### src/rtl/transmissor_caractere_pkg.sv
// Shared definitions for the character serial link (transmitter now, receiver later).
package pkg_caractere;
    localparam int BITS_QUADRO = 8;
    localparam int BITS_DADOS  = 5;

    typedef enum logic [2:0] {
        OCIOSO   = 3'd0,
        INICIO   = 3'd1,
        DADOS    = 3'd2,
        PARIDADE = 3'd3,
        PARADA   = 3'd4
    } estado_t;

    // Even parity over data plus parity bit; inverte forces a deliberate parity error.
    function automatic logic paridade_par(input logic [BITS_DADOS-1:0] dados, input logic inverte);
        return (^dados) ^ inverte;
    endfunction
endpackage

### src/rtl/transmissor_caractere_tick.sv
// Bit-period counter: counts 0..CLKS_POR_BIT-1 while enabled, held at 0 otherwise.
module gerador_tick #(
    parameter int CLKS_POR_BIT = 4
) (
    input  logic clk,
    input  logic rst,
    input  logic habilita,
    output logic tick
);
    localparam int LARG = $clog2(CLKS_POR_BIT);
    localparam logic [LARG-1:0] ULTIMO = LARG'(CLKS_POR_BIT - 1);

    logic [LARG-1:0] r_cnt;

    always_ff @(posedge clk) begin
        if (rst || !habilita)
            r_cnt <= '0;
        else if (r_cnt == ULTIMO)
            r_cnt <= '0;
        else
            r_cnt <= r_cnt + 1'b1;
    end

    assign tick = habilita && (r_cnt == ULTIMO);
endmodule

### src/rtl/transmissor_caractere.sv
// Serial transmitter for 5-bit character codes: start, 5 data bits LSB first, parity, stop.
//   state    | meaning
//   OCIOSO   | idle, tx = 1, ready for a request
//   INICIO   | start bit (0)
//   DADOS    | data bits char[0]..char[4]
//   PARIDADE | parity bit (optionally forced wrong)
//   PARADA   | stop bit (1), fim on its last cycle
module transmissor_caractere
    import pkg_caractere::*;
#(
    parameter int CLKS_POR_BIT = 4
) (
    input  logic                  clk,
    input  logic                  rst,
    input  logic [BITS_DADOS-1:0] char,
    input  logic                  envia,
    input  logic                  erro_forcado,
    output logic                  pronto,
    output logic                  tx,
    output logic                  ocupado,
    output logic                  fim
);
    localparam logic [2:0] ULTIMO_INDICE = 3'(BITS_DADOS - 1);

    estado_t               r_estado;
    estado_t               w_prox_estado;
    logic [BITS_DADOS-1:0] r_char;
    logic                  r_erro;
    logic [2:0]            r_indice;
    logic [2:0]            w_indice_seg;
    logic                  r_tx;
    logic                  w_tx_prox;
    logic                  w_tick;
    logic                  w_aceita;
    logic                  w_habilita;

    assign w_aceita     = envia && (r_estado == OCIOSO);
    assign w_habilita   = (r_estado != OCIOSO);
    assign w_indice_seg = r_indice + 3'd1;

    gerador_tick #(.CLKS_POR_BIT(CLKS_POR_BIT)) u_tick (
        .clk      (clk),
        .rst      (rst),
        .habilita (w_habilita),
        .tick     (w_tick)
    );

    always_ff @(posedge clk) begin
        if (rst)
            r_estado <= OCIOSO;
        else
            r_estado <= w_prox_estado;
    end

    always_comb begin
        w_prox_estado = r_estado;
        case (r_estado)
            OCIOSO:   if (w_aceita) w_prox_estado = INICIO;
            INICIO:   if (w_tick) w_prox_estado = DADOS;
            DADOS:    if (w_tick && r_indice == ULTIMO_INDICE) w_prox_estado = PARIDADE;
            PARIDADE: if (w_tick) w_prox_estado = PARADA;
            PARADA:   if (w_tick) w_prox_estado = OCIOSO;
            default:  w_prox_estado = OCIOSO;
        endcase
    end

    // w_tx_prox is the level tx takes after this edge, so tx itself is a plain flop.
    always_comb begin
        pronto    = (r_estado == OCIOSO);
        ocupado   = (r_estado != OCIOSO);
        fim       = (r_estado == PARADA) && w_tick;
        w_tx_prox = r_tx;
        case (r_estado)
            OCIOSO:   w_tx_prox = !w_aceita;
            INICIO:   if (w_tick) w_tx_prox = r_char[0];
            DADOS:    if (w_tick) w_tx_prox = (r_indice == ULTIMO_INDICE) ?
                                              paridade_par(r_char, r_erro) : r_char[w_indice_seg];
            PARIDADE: if (w_tick) w_tx_prox = 1'b1;
            default:  w_tx_prox = 1'b1;
        endcase
    end

    always_ff @(posedge clk) begin
        if (rst) begin
            r_tx     <= 1'b1;
            r_char   <= '0;
            r_erro   <= 1'b0;
            r_indice <= '0;
        end else begin
            r_tx <= w_tx_prox;
            if (w_aceita) begin
                r_char <= char;
                r_erro <= erro_forcado;
            end
            if (r_estado == INICIO && w_tick)
                r_indice <= '0;
            else if (r_estado == DADOS && w_tick && r_indice != ULTIMO_INDICE)
                r_indice <= w_indice_seg;
        end
    end

    assign tx = r_tx;
endmodule

### config.mk
export PLATFORM = sky130hd
export DESIGN_NAME = transmissor_caractere
export DESIGN_NICKNAME = d
export VERILOG_FILES = /design/src/rtl/transmissor_caractere_pkg.sv /design/src/rtl/transmissor_caractere_tick.sv /design/src/rtl/transmissor_caractere.sv
export SDC_FILE = /design/constraint.sdc
export NUM_CORES = 1
export LEC_CHECK = 0
export ABC_AREA = 1
export ABC_CLOCK_PERIOD_IN_PS = 3100
export CAP_MARGIN = 10
export CORE_ASPECT_RATIO = 1.2
export CORE_MARGIN = 5
export CORE_UTILIZATION = 50
export CTS_CLUSTER_DIAMETER = 150
export DETAILED_ROUTE_END_ITERATION = 16
export PLACE_DENSITY = 0.7
export SYNTH_ARGS = -nofsm -noshare
export SYNTH_HDL_FRONTEND = slang
export SYNTH_SLANG_ARGS = --single-unit
### constraint.sdc
create_clock -name clk -period 3.1 [get_ports clk]
set_input_delay 0.62 -clock clk [delete_from_list [all_inputs] [get_ports clk]]
set_output_delay 0.62 -clock clk [all_outputs]
set_load 0.02 [all_outputs]
; Word-level counts from Yosys, hierarchy flattened
; Index checks and enable logic that the tools add are counted.
[totals]
reg_bits = 15
out_inout_bits = 4
[classes]
eq_ne = 13
add_sub_neg = 2
n_lt_le_gt_ge = 1
n_reduce_logical = 17
mux = 13
bitwise = 1
[op_table]
columns = cell, n
row1 = 2-to-1 mux 3 bit, 5
row2 = one-hot mux 3 bit (5 select lines), 1
row3 = != test 2 bit (second input constant), 5
row4 = logical AND 1 bit, 7
row5 = equality test 3 x 2 -> 1 bit (second input constant), 2
row6 = equality test 3 bit (second input constant), 2
row7 = 2-to-1 mux 1 bit, 5
row8 = AND reduction 5 bit, 1
row9 = XOR reduction 5 bit, 1
row10 = < comparator 3 x 4 -> 1 bit (second input constant), 1
row11 = one-hot mux 1 bit (4 select lines), 1
row12 = OR reduction 2 bit, 2
row13 = adder 3 x 1 -> 3 bit (second input constant), 1
row14 = binary-select mux 1 bit (select 3 bit), 1
row15 = equality test 3 x 1 -> 1 bit (second input constant), 1
row16 = logical NOT 3 bit, 1
row17 = != test 3 bit (second input constant), 1
row18 = AND reduction 3 bit, 1
row19 = nonzero test 3 bit, 1
row20 = adder 2 x 1 -> 2 bit (second input constant), 1
row21 = equality test 2 bit (second input constant), 1
row22 = logical NOT 1 bit, 2
row23 = != test 2 x 1 -> 1 bit (second input constant), 1
row24 = logical OR 1 bit, 1
row25 = bitwise XOR 1 bit, 1

; Longest topological paths before layout
; Gate-level depths: netlist of run 1.
[logic_depth]
depth_word = 6
mapped_depth = 12

; Hierarchy
; Synthesis of run 1 repeated with hierarchy kept, for this count alone.
[unflattened]
cells_unflattened = 137
area_unflattened_um2 = 905.9
[by_module_without_submodules]
columns = mod, area_each_um2, cells_per_inst, seq_area_each_um2, n_inst
row1 = transmissor_caractere, 817.0, 126, 260.2, 1
row2 = gerador_tick, 88.8, 11, 40.0, 1

; Worst setup path before layout of run 1
; Ideal clock, no wire load.
[synth_timing]
path_kind = register to output
startpoint = reg r_estado[2]
endpoint = out fim
slack_ns = 1.290
t_arrival_ns = 1.190
stages_incl_launch_ff = 3
cell_sequence = dfxtp_1 inv_1 nor4_1
[synth_via]
elab_chain_len = 3
elab_cells_between_ends = 4
classes_between = eq/ne: 1 / reduce/logical: 3
[synth_rtl]
columns = element, line
row1 = from (decl), transmissor_caractere.sv:25  ; estado_t r_estado;
row2 = from (signal assigned), transmissor_caractere.sv:52  ; r_estado <= w_prox_estado;
row3 = nonzero test 3 bit, transmissor_caractere.sv:38  ; assign w_habilita = (r_estado != OCIOSO);
row4 = logical AND 1 bit, transmissor_caractere_tick.sv:24  ; assign tick = habilita && (r_cnt == ULTIMO);
row5 = logical AND 1 bit (*), transmissor_caractere.sv:71  ; fim = (r_estado == PARADA) && w_tick;
row6 = to (decl), transmissor_caractere.sv:21  ; output logic fim
; Mark *: on every way between the ends. The rest lies on a longest branch, timed or not.

; Worst setup path after layout of run 1
[layout_timing]
startpoint = reg u_tick.r_cnt[0]
endpoint = out fim
[layout_via]
elab_chain_len = 3
[layout_rtl]
columns = element, line
row1 = from (decl), transmissor_caractere_tick.sv:13  ; logic [LARG-1:0] r_cnt;
row2 = from (signal assigned), transmissor_caractere_tick.sv:21  ; r_cnt <= r_cnt + 1'b1;
row3 = equality test 2 bit, transmissor_caractere_tick.sv:24
row4 = logical AND 1 bit, transmissor_caractere_tick.sv:24
row5 = logical AND 1 bit, transmissor_caractere.sv:71
; Every way passes these cells.

==> results.sh, run 1 <==
export IMPL_htreeDepth=1
export IMPL_critPathBufInv=2
export IMPL_crit_type="flip-flop to primary output"
export IMPL_crit_path_top_delay_cell="clkdlybuf4s50_1"
export IMPL_top_usage_layer="met2"
export IMPL_critPathArrivalTime_ns=1.73
export IMPL_ys_seq_elements=15
export IMPL_slew_violations=0
export IMPL_die_h_um=56.14
export IMPL_min_path_type="flip-flop to flip-flop"
export IMPL_clockBufferDepth=2
export IMPL_hp_start="u_tick.r_cnt[0]"
export IMPL_vias=840
export IMPL_tns_ns=0
export IMPL_seq_area_frac_synth_pct=33.85
export IMPL_grtUsageMet3_pct=3.217
export IMPL_n_antenna_cell=0
export IMPL_crit_path_end_kind="primary output"
export IMPL_fin_cells=170
export IMPL_die_area_um2=2720
export IMPL_dpl_hpwl_mm=1.412
export IMPL_critPathMaxFanout=7
export IMPL_grt_pass1_wl_mm=3.098
export IMPL_synth_top_area_share_pct=33.85
export IMPL_vdd_drop_max_uv=603.8
export IMPL_rsz0062_at_grt="false"
export IMPL_wl_per_cell_um=10.33
export IMPL_antenna_found_initial=0
export IMPL_min_period_ns=2.346
export IMPL_core_region_area_um2=1662
export IMPL_hold_ws_ns=0.4246
export IMPL_cp_cell_sequence="ha_1 -> inv_1 -> nor4_1 -> clkdlybuf4s50_1"
export IMPL_dp_cells=166
export IMPL_clk_pin_slew_ns=0.09
export IMPL_rows=16
export IMPL_first_global_vias=771
export IMPL_firstDrtPassIters=4
export IMPL_status="finished clean"
export IMPL_fmax_ghz=0.4263
export IMPL_grt_max_degree=13
export IMPL_synth_ff_type="dfxtp_1"
export IMPL_post_drt_via_cell_ratio=4.941
export IMPL_reg2reg_from="r_indice[0]"
export IMPL_cts_buffers=3
export IMPL_io_pins=13
export IMPL_cts_resized=0
export IMPL_overflow=0
export IMPL_layout_common_cells="38 x nand2_1, 23 x inv_1, 15 x dfxtp_1, 12 x clkdlybuf4s50_1"
export IMPL_drv_cap=0
export IMPL_p_leak_nw=0.4892
export IMPL_synth_nets=151
export IMPL_synth_area_leaders="dfxtp_1 34%, nand2_1 16%, inv_1 9.7%"
export IMPL_layout_drive_gt1_share_pct=7.237
export IMPL_clk_latency_ns=0.27
export IMPL_async_flop_share_pct=0
export IMPL_drc=0
export IMPL_finalWirelength_mm=1.756
export IMPL_nets=165
export IMPL_postCtsSetupRepairBufs=0
export IMPL_yosysWarningCount=0
export IMPL_grt_util_all_layers_pct=13.56
export IMPL_total_power_w=0.0009513
export IMPL_critPathLaunch="u_tick.r_cnt[0]"
export IMPL_skew_ns=0.005633
export IMPL_synth_edf_count=0
export IMPL_post_route_period_util_pct=75.67
export IMPL_areaGrowthSynthToFinish_pct=17.35
export IMPL_netlist_instances=139
export IMPL_required_ns=2.48
export IMPL_setup_viol=0
export IMPL_max_stage_delay_ns=0.65
export IMPL_use_met1_pct=17.12
export IMPL_cp_top_family="buffers and inverters"
export IMPL_postRouteAntennaNets=0
export IMPL_drt_iter0_drc=7
export IMPL_netlist_area_um2=887.1
export IMPL_avgSynthCellArea_um2=6.382
export IMPL_n_fill_cell=170
export IMPL_netlist_top_cell_by_area="dfxtp_1"
export IMPL_initial_utilization_pct=53.39
export IMPL_slew_headroom_pct=76.14
export IMPL_tightest_slew_ns=0.3542
export IMPL_yosysUniqueCellTypes=23
export IMPL_gp_congestion=0.8385
export IMPL_cellPowerDensity_nw_per_um2=913.8
export IMPL_cts_tree="built"
export IMPL_cts_root_buffer="clkbuf_4"
export IMPL_final_common_cell="nand2_1"
export IMPL_port_buffers=12
export IMPL_cts_hold_buf=0
export IMPL_cts_sinks=15
export IMPL_finalHoldViolations=0
export IMPL_use_met2_pct=23.32
export IMPL_setup_worst_path_start_class="flip-flop"
export IMPL_die_width_um=48.45
==> cell type report <==
cell class                 instances  area, um^2  share of cell area, %
clock inverter                     1       5.005                 0.4808
clock buffer                       3       22.52                  2.163
timing repair buffer              12       120.1                  11.54
sequential                        15       300.3                  28.85
multi-input combinational         96       476.7                  45.79
inverter                          25       93.84                  9.014
tap                               18       22.52                  2.163
==> cell usage after synthesis (2+ instances only) <==
library cell	n
nor3_1	2
a211oi_1	2
nand3_1	10
nor2_1	11
nor2_4	2
o21ai_0	9
inv_1	23
dfxtp_1	15
a21oi_1	11
ha_1	3
nand2_1	38
inv_2	2
==> final timing paths <==
path | endpoint | slack, ns | cells past startpoint
max | fim | 0.75 | 4
min | u_tick.r_cnt[0] | 0.42 | 1
max reg2reg | r_estado[1] | 1.57 | 10
min reg2reg | u_tick.r_cnt[0] | 0.42 | 1
==> per-layer routing <==
metal / share of wire (%) / up-vias
met5: 0 / -
met4: 0.57 / 0
met3: 2.6 / 2
met2: 48 / 9
met1: 49 / 366
li1: - / 463
==> cells by family after synthesis <==
family | synth area share [%]
compound gates | 15.09
fa+ha+maj | 4.232
buf+inv | 12.41
flops | 33.85
simple gates | 34.42
==> report_power, final <==
part	total [W]	switching, W	internal [W]
clock	0.000109	0.0000615	0.0000477
combinational	0.000523	0.000308	0.000214
sequential	0.000319	0.0000666	0.000253
total	0.000951	0.000436	0.000515
==> metrics by stage <==
| stage | worst slack [ns] | utilization (%) | instance area [um^2] |
|---|---|---|---|
| 6_report | 0.7541 | 62.65 | 1041 |
| 5_1_grt | 0.6200 | 62.65 | 1041 |
| 4_1_cts | 0.7480 | 62.65 | 1041 |
| 3_5_place_dp | 1.069 | 60.99 | 1013 |
| 3_3_place_gp | 1.064 | 60.99 | 1013 |
| 2_1_floorplan | 1.290 | - | 887.1 |
==> registers in the layout, summed over array words and instances (netlist names) <==
register	flops
r_indice	3
u_tick.r_cnt	2
r_char	5
r_estado	3
r_erro	1
tx	1
Power figures use the tool's default switching activity.
==> run 2, diff against run 1 <==
- ABC_CLOCK_PERIOD_IN_PS: 3100 -> 1900
- CORE_UTILIZATION: 50 -> 47
- PLACE_DENSITY: 0.7 -> 0.69
- clock period: 3.1 -> 1.9 ns (I/O delays scaled with it)
==> results.sh, run 2 (same netlist as run 1, synthesis figures left out) <==
export IMPL_postRouteAntennaNets=0
export IMPL_clockBufferDepth=2
export IMPL_tightest_slew_ns=0.3287
export IMPL_crit_end="fim"
export IMPL_wl_met2_um=948
export IMPL_die_width_um=49.66
export IMPL_fin_util_pct=58.41
export IMPL_required_ns=1.52
export IMPL_cts_tree="built"
export IMPL_rows=17
export IMPL_hold_ws_ns=0.4192
export IMPL_routed_wl_met3_um=31
export IMPL_vias=893
export IMPL_nets=169
export IMPL_r2r_end="r_estado[2]"
export IMPL_cellPowerDensity_nw_per_um2=1469
export IMPL_gp_congestion=0.8710
export IMPL_io_pins=13
export IMPL_setup_viol=0
export IMPL_cts_sinks=15
export IMPL_vdd_drop_max_uv=846.3
export IMPL_grt_util_all_layers_pct=14.04
export IMPL_clk_pin_slew_ns=0.09
export IMPL_core_region_area_um2=1829
export IMPL_cts_buffers=3
export IMPL_skew_ns=0.002231
export IMPL_dpl_hpwl_mm=1.537
export IMPL_layout_drive_gt1_share_pct=9.615
export IMPL_critPathLaunch="u_tick.r_cnt[0]"
export IMPL_min_path_type="flip-flop to flip-flop"
export IMPL_highest_layer="met4"
export IMPL_final_common_cell="nand2_1"
export IMPL_antenna_found_initial=0
export IMPL_grt_pass1_wl_mm=3.243
export IMPL_cp_cell_sequence="ha_1 -> inv_1 -> nor4_1 -> dlygate4sd2_1"
export IMPL_die_h_um=57.59
export IMPL_drv_cap=0
export IMPL_finalWirelength_mm=1.858
export IMPL_n_fill_cell=188
export IMPL_tns_ns=0
export IMPL_reg2reg_from="r_indice[0]"
export IMPL_fmax_ghz=0.5713
export IMPL_finalHoldViolations=0
export IMPL_firstDrtPassIters=4
export IMPL_cts_root_buffer="clkbuf_4"
export IMPL_wl_met1_um=850
export IMPL_critPathMaxFanout=2
export IMPL_p_leak_nw=0.5129
export IMPL_critPathArrivalTime_ns=1.37
export IMPL_drc=0
export IMPL_n_antenna_cell=0
export IMPL_wl_per_cell_um=10.62
export IMPL_initial_utilization_pct=48.50
export IMPL_slew_violations=0
export IMPL_slew_headroom_pct=77.86
export IMPL_port_buffers=12
export IMPL_postCtsSetupRepairBufs=0
export IMPL_die_area_um2=2860
export IMPL_largest_register_ffs=5
export IMPL_drt_iter0_drc=8
export IMPL_crit_type="flip-flop to primary output"
export IMPL_max_stage_delay_ns=0.37
export IMPL_cts_resized=4
export IMPL_first_global_vias=860
export IMPL_post_drt_via_cell_ratio=5.103
export IMPL_holdPathStages=1
export IMPL_htreeDepth=1
export IMPL_rsz0062_at_grt="false"
export IMPL_clk_latency_ns=0.28
export IMPL_top_regs="r_char (5), r_estado (3), r_indice (3)"
export IMPL_setup_worst_path_start_class="flip-flop"
export IMPL_worstRegToRegCells=10
export IMPL_areaGrowthSynthToFinish_pct=20.45
export IMPL_reg2reg_setup_slack_ns=0.39
export IMPL_overflow=0
export IMPL_crit_path_end_kind="primary output"
export IMPL_status="finished clean"
export IMPL_crit_path_top_delay_cell="dlygate4sd2_1"
export IMPL_min_period_ns=1.750
export IMPL_cts_hold_buf=0
export IMPL_top_register="r_char"
export IMPL_post_route_period_util_pct=92.13
export IMPL_grt_max_degree=13
export IMPL_layout_common_cells="38 x nand2_1, 23 x inv_1, 14 x dfxtp_1, 11 x nor2_1, 11 x a21oi_1"
-- run 2: changes by cell type in the layout (fill, tap and decap cells not counted), sizes merged --
cell	delta
clkdlybuf4s50	-3
buf	+4
clkbuf	+1
clkinv	-1
dlygate4sd2	+3
-- run 2: cell type report --
type | instances | area (um^2) | area share (%)
Inverter | 25 | 93.84 | 8.782
Sequential cell | 15 | 301.5 | 28.22
Clock buffer | 4 | 26.28 | 2.459
Tap cell | 19 | 23.77 | 2.225
Multi-Input combinational cell | 96 | 476.7 | 44.61
Timing Repair Buffer | 16 | 146.4 | 13.70
-- run 2: how the worst min path moves through the flow --
stage | start | end | slack [ns]
floorplan | u_tick.r_cnt[0] | u_tick.r_cnt[0] | 0.40
global placement | u_tick.r_cnt[0] | u_tick.r_cnt[0] | 0.41
detailed placement | u_tick.r_cnt[0] | u_tick.r_cnt[0] | 0.41
CTS | u_tick.r_cnt[0] | u_tick.r_cnt[0] | 0.43
global route | u_tick.r_cnt[0] | u_tick.r_cnt[0] | 0.44
finish | u_tick.r_cnt[0] | u_tick.r_cnt[0] | 0.42
-- run 2: routing by layer --
layer	vias up	global-route usage, %
met2	6	25.64
met1	405	15.46
met4	0	5.993
met3	4	2.611
met5	-	0
li1	478	-
-- run 2: per-stage QoR --
stage	power, W	instance area, um^2	setup WS [ns]	cells
global placement	0.001399	1045	0.1097	171
detailed placement	0.001428	1045	0.1387	171
CTS	0.001594	1069	0.1235	175
finish	0.001570	1069	0.1496	175
floorplan	0.001172	887.1	0.3298	139
global route	0.001737	1069	0.03628	175
-- run 2: power by group --
| part | leakage (nW) | switching [W] | internal, W | total (W) |
|---|---|---|---|---|
| sequential | 0.124 | 0.0000964 | 0.000415 | 0.000512 |
| combinational | 0.374 | 0.000528 | 0.000349 | 0.000877 |
| clock | 0.0150 | 0.000100 | 0.0000814 | 0.000182 |
| total | 0.513 | 0.000724 | 0.000845 | 0.00157 |
-- run 2: critical path: cells and delay by family (launching register included) --
family                   cells  cell delay, ns
AND/OR/NAND/NOR              1            0.16
buffers and inverters        2            0.43
adder cells (fa/ha/maj)      1            0.17
flip-flops                   1            0.34
==> run 3, diff against run 2 <==
- CORE_MARGIN: 5 -> unset
==> results.sh, run 3 (same netlist as run 1, synthesis figures left out) <==
export IMPL_layout_drive_gt1_share_pct=9.091
export IMPL_cts_tree="built"
export IMPL_crit_path_end_kind="primary output"
export IMPL_vdd_drop_max_uv=1054
export IMPL_min_path_type="flip-flop to flip-flop"
export IMPL_first_global_vias=802
export IMPL_worstRegToRegCells=10
export IMPL_finalHoldViolations=0
export IMPL_firstDrtPassIters=6
export IMPL_post_drt_via_cell_ratio=5.064
export IMPL_holdPathStages=1
export IMPL_fin_cells=172
export IMPL_wl_per_cell_um=10.44
export IMPL_grt_util_all_layers_pct=19.76
export IMPL_internal_power_w=0.0008245
export IMPL_critPathMaxFanout=5
export IMPL_required_ns=1.52
export IMPL_drt_iter0_drc=25
export IMPL_cts_root_buffer="clkbuf_4"
export IMPL_vias=871
export IMPL_die_area_um2=2066
export IMPL_core_region_area_um2=1702
export IMPL_areaGrowthSynthToFinish_pct=18.90
export IMPL_cts_hold_buf=0
export IMPL_finalWirelength_mm=1.795
export IMPL_die_width_um=41.66
export IMPL_slew_violations=0
export IMPL_layout_common_cells="38 x nand2_1, 23 x inv_1, 13 x dfxtp_1, 11 x nor2_1, 11 x a21oi_1"
export IMPL_top_regs="r_char (5), r_estado (3), r_indice (3)"
export IMPL_htreeDepth=1
export IMPL_initial_utilization_pct=52.13
export IMPL_cellPowerDensity_nw_per_um2=1470
export IMPL_tns_ns=0
export IMPL_cts_buffers=3
export IMPL_fmax_ghz=0.5545
export IMPL_slew_headroom_pct=77.05
export IMPL_setup_worst_path_start_class="flip-flop"
export IMPL_postRouteAntennaNets=0
export IMPL_drc=0
export IMPL_p_leak_nw=0.5000
export IMPL_overflow=0
export IMPL_dp_cells=168
export IMPL_status="finished clean"
export IMPL_setup_viol=0
export IMPL_grt_max_degree=13
export IMPL_drv_cap=0
export IMPL_power_clock_fraction_pct=11.8
export IMPL_fin_util_pct=61.99
export IMPL_postCtsSetupRepairBufs=0
export IMPL_crit_path_top_delay_cell="dfxtp_1"
export IMPL_top_register="r_char"
export IMPL_skew_ns=0.006365
export IMPL_post_route_period_util_pct=94.91
export IMPL_nets=167
export IMPL_clockBufferDepth=2
export IMPL_die_h_um=49.59
export IMPL_antenna_found_initial=0
export IMPL_p_sw_share_pct=46.81
export IMPL_min_period_ns=1.803
export IMPL_io_pins=13
export IMPL_gp_congestion=0.8266
export IMPL_crit_type="flip-flop to primary output"
export IMPL_switchingPower_w=0.0007257
export IMPL_pwr_share_comb_pct=54.1
export IMPL_seqPwrFrac_pct=34.0
export IMPL_largest_register_ffs=5
export IMPL_final_common_cell="nand2_1"
export IMPL_critPathBufInv=2
export IMPL_grt_pass1_wl_mm=3.243
export IMPL_cp_top_family="buffers and inverters"
export IMPL_critPathArrivalTime_ns=1.42
export IMPL_cts_sinks=15
export IMPL_clk_pin_slew_ns=0.08
export IMPL_cp_num_cells=3
export IMPL_max_stage_delay_ns=0.41
export IMPL_tightest_slew_ns=0.3407
export IMPL_cp_cell_sequence="inv_1 -> nor4_1 -> clkdlybuf4s15_1"
export IMPL_port_buffers=12
export IMPL_rows=16
export IMPL_rsz0062_at_grt="false"
export IMPL_dpl_hpwl_mm=1.423
export IMPL_clk_latency_ns=0.29
export IMPL_n_antenna_cell=0
run 3: changes by cell type in the layout (fill, tap and decap cells not counted), sizes merged:
cell	delta
dlygate4sd2	-1
buf	-2
clkdlybuf4s15	+1
run 3: cell type report:
| type | instances | area (um^2) |
|---|---|---|
| fillers | 165 | 646.9 |
| inverters | 25 | 93.84 |
| flip-flops and latches | 15 | 302.8 |
| clock buffers | 4 | 26.28 |
| well taps | 18 | 22.52 |
| repair buffers | 14 | 132.6 |
| multi-input cells | 96 | 476.7 |
run 3: path summary, 6_finish.rpt:
| path | startpoint | end | slack, ns |
|---|---|---|---|
| worst max-delay path | r_estado[2] | fim | 0.1 |
| worst min-delay path | u_tick.r_cnt[0] | u_tick.r_cnt[0] | 0.42 |
| worst max register to register | r_indice[0] | r_estado[1] | 0.36 |
| worst min register to register | u_tick.r_cnt[0] | u_tick.r_cnt[0] | 0.42 |
run 3: worst register-to-register path, cell delays in order (launching register included):
cell     delay, ns
dfxtp_1       0.41
inv_1         0.13
ha_1          0.21
nand2_1       0.06
inv_1         0.06
nor2_1        0.16
o22ai_1       0.13
nand2_2       0.09
inv_1         0.05
nor2_1        0.09
nor2_1        0.05
run 3: through the flow:
stage               worst slack [ns]  hold slack [ns]  area, um^2  power [W]
finish                       0.09664           0.4247        1055   0.001550
global route                0.004320           0.4596        1055   0.001718
CTS                          0.08093           0.4297        1054   0.001566
detailed placement            0.1125           0.4170        1028   0.001397
global placement              0.1263           0.4063        1028   0.001374
floorplan                     0.3298           0.3985       887.1   0.001172
run 3: power groups by stage:
| stage | Combinational, W | Clock, W | Sequential (W) |
|---|---|---|---|
| after global placement | 0.000849 | 0 | 0.000525 |
| after floorplan | 0.000674 | 0 | 0.000498 |
| after detailed placement | 0.000867 | 0 | 0.000529 |
| after global routing | 0.000975 | 0.000200 | 0.000543 |
| after CTS | 0.000843 | 0.000196 | 0.000527 |
| final | 0.000839 | 0.000184 | 0.000528 |
run 3: metal layers:
layer | global-route usage, % | part of all wire, % | up-vias
met1 | 24.83 | 48 | 380
li1 | - | - | 470
met4 | 9.677 | 0.67 | 0
met2 | 33.07 | 48 | 19
met3 | 2.198 | 3.5 | 2
met5 | 0 | 0 | -
run 3: timing repair:
| item | 4_1_cts | 5_1_grt |
|---|---|---|
| setup endpoints to repair | 3 | 1 |
| endpoints found under the hold margin | 0 | 0 |
| cloned | 0 | 0 |
| resized for setup | 5 | 1 |
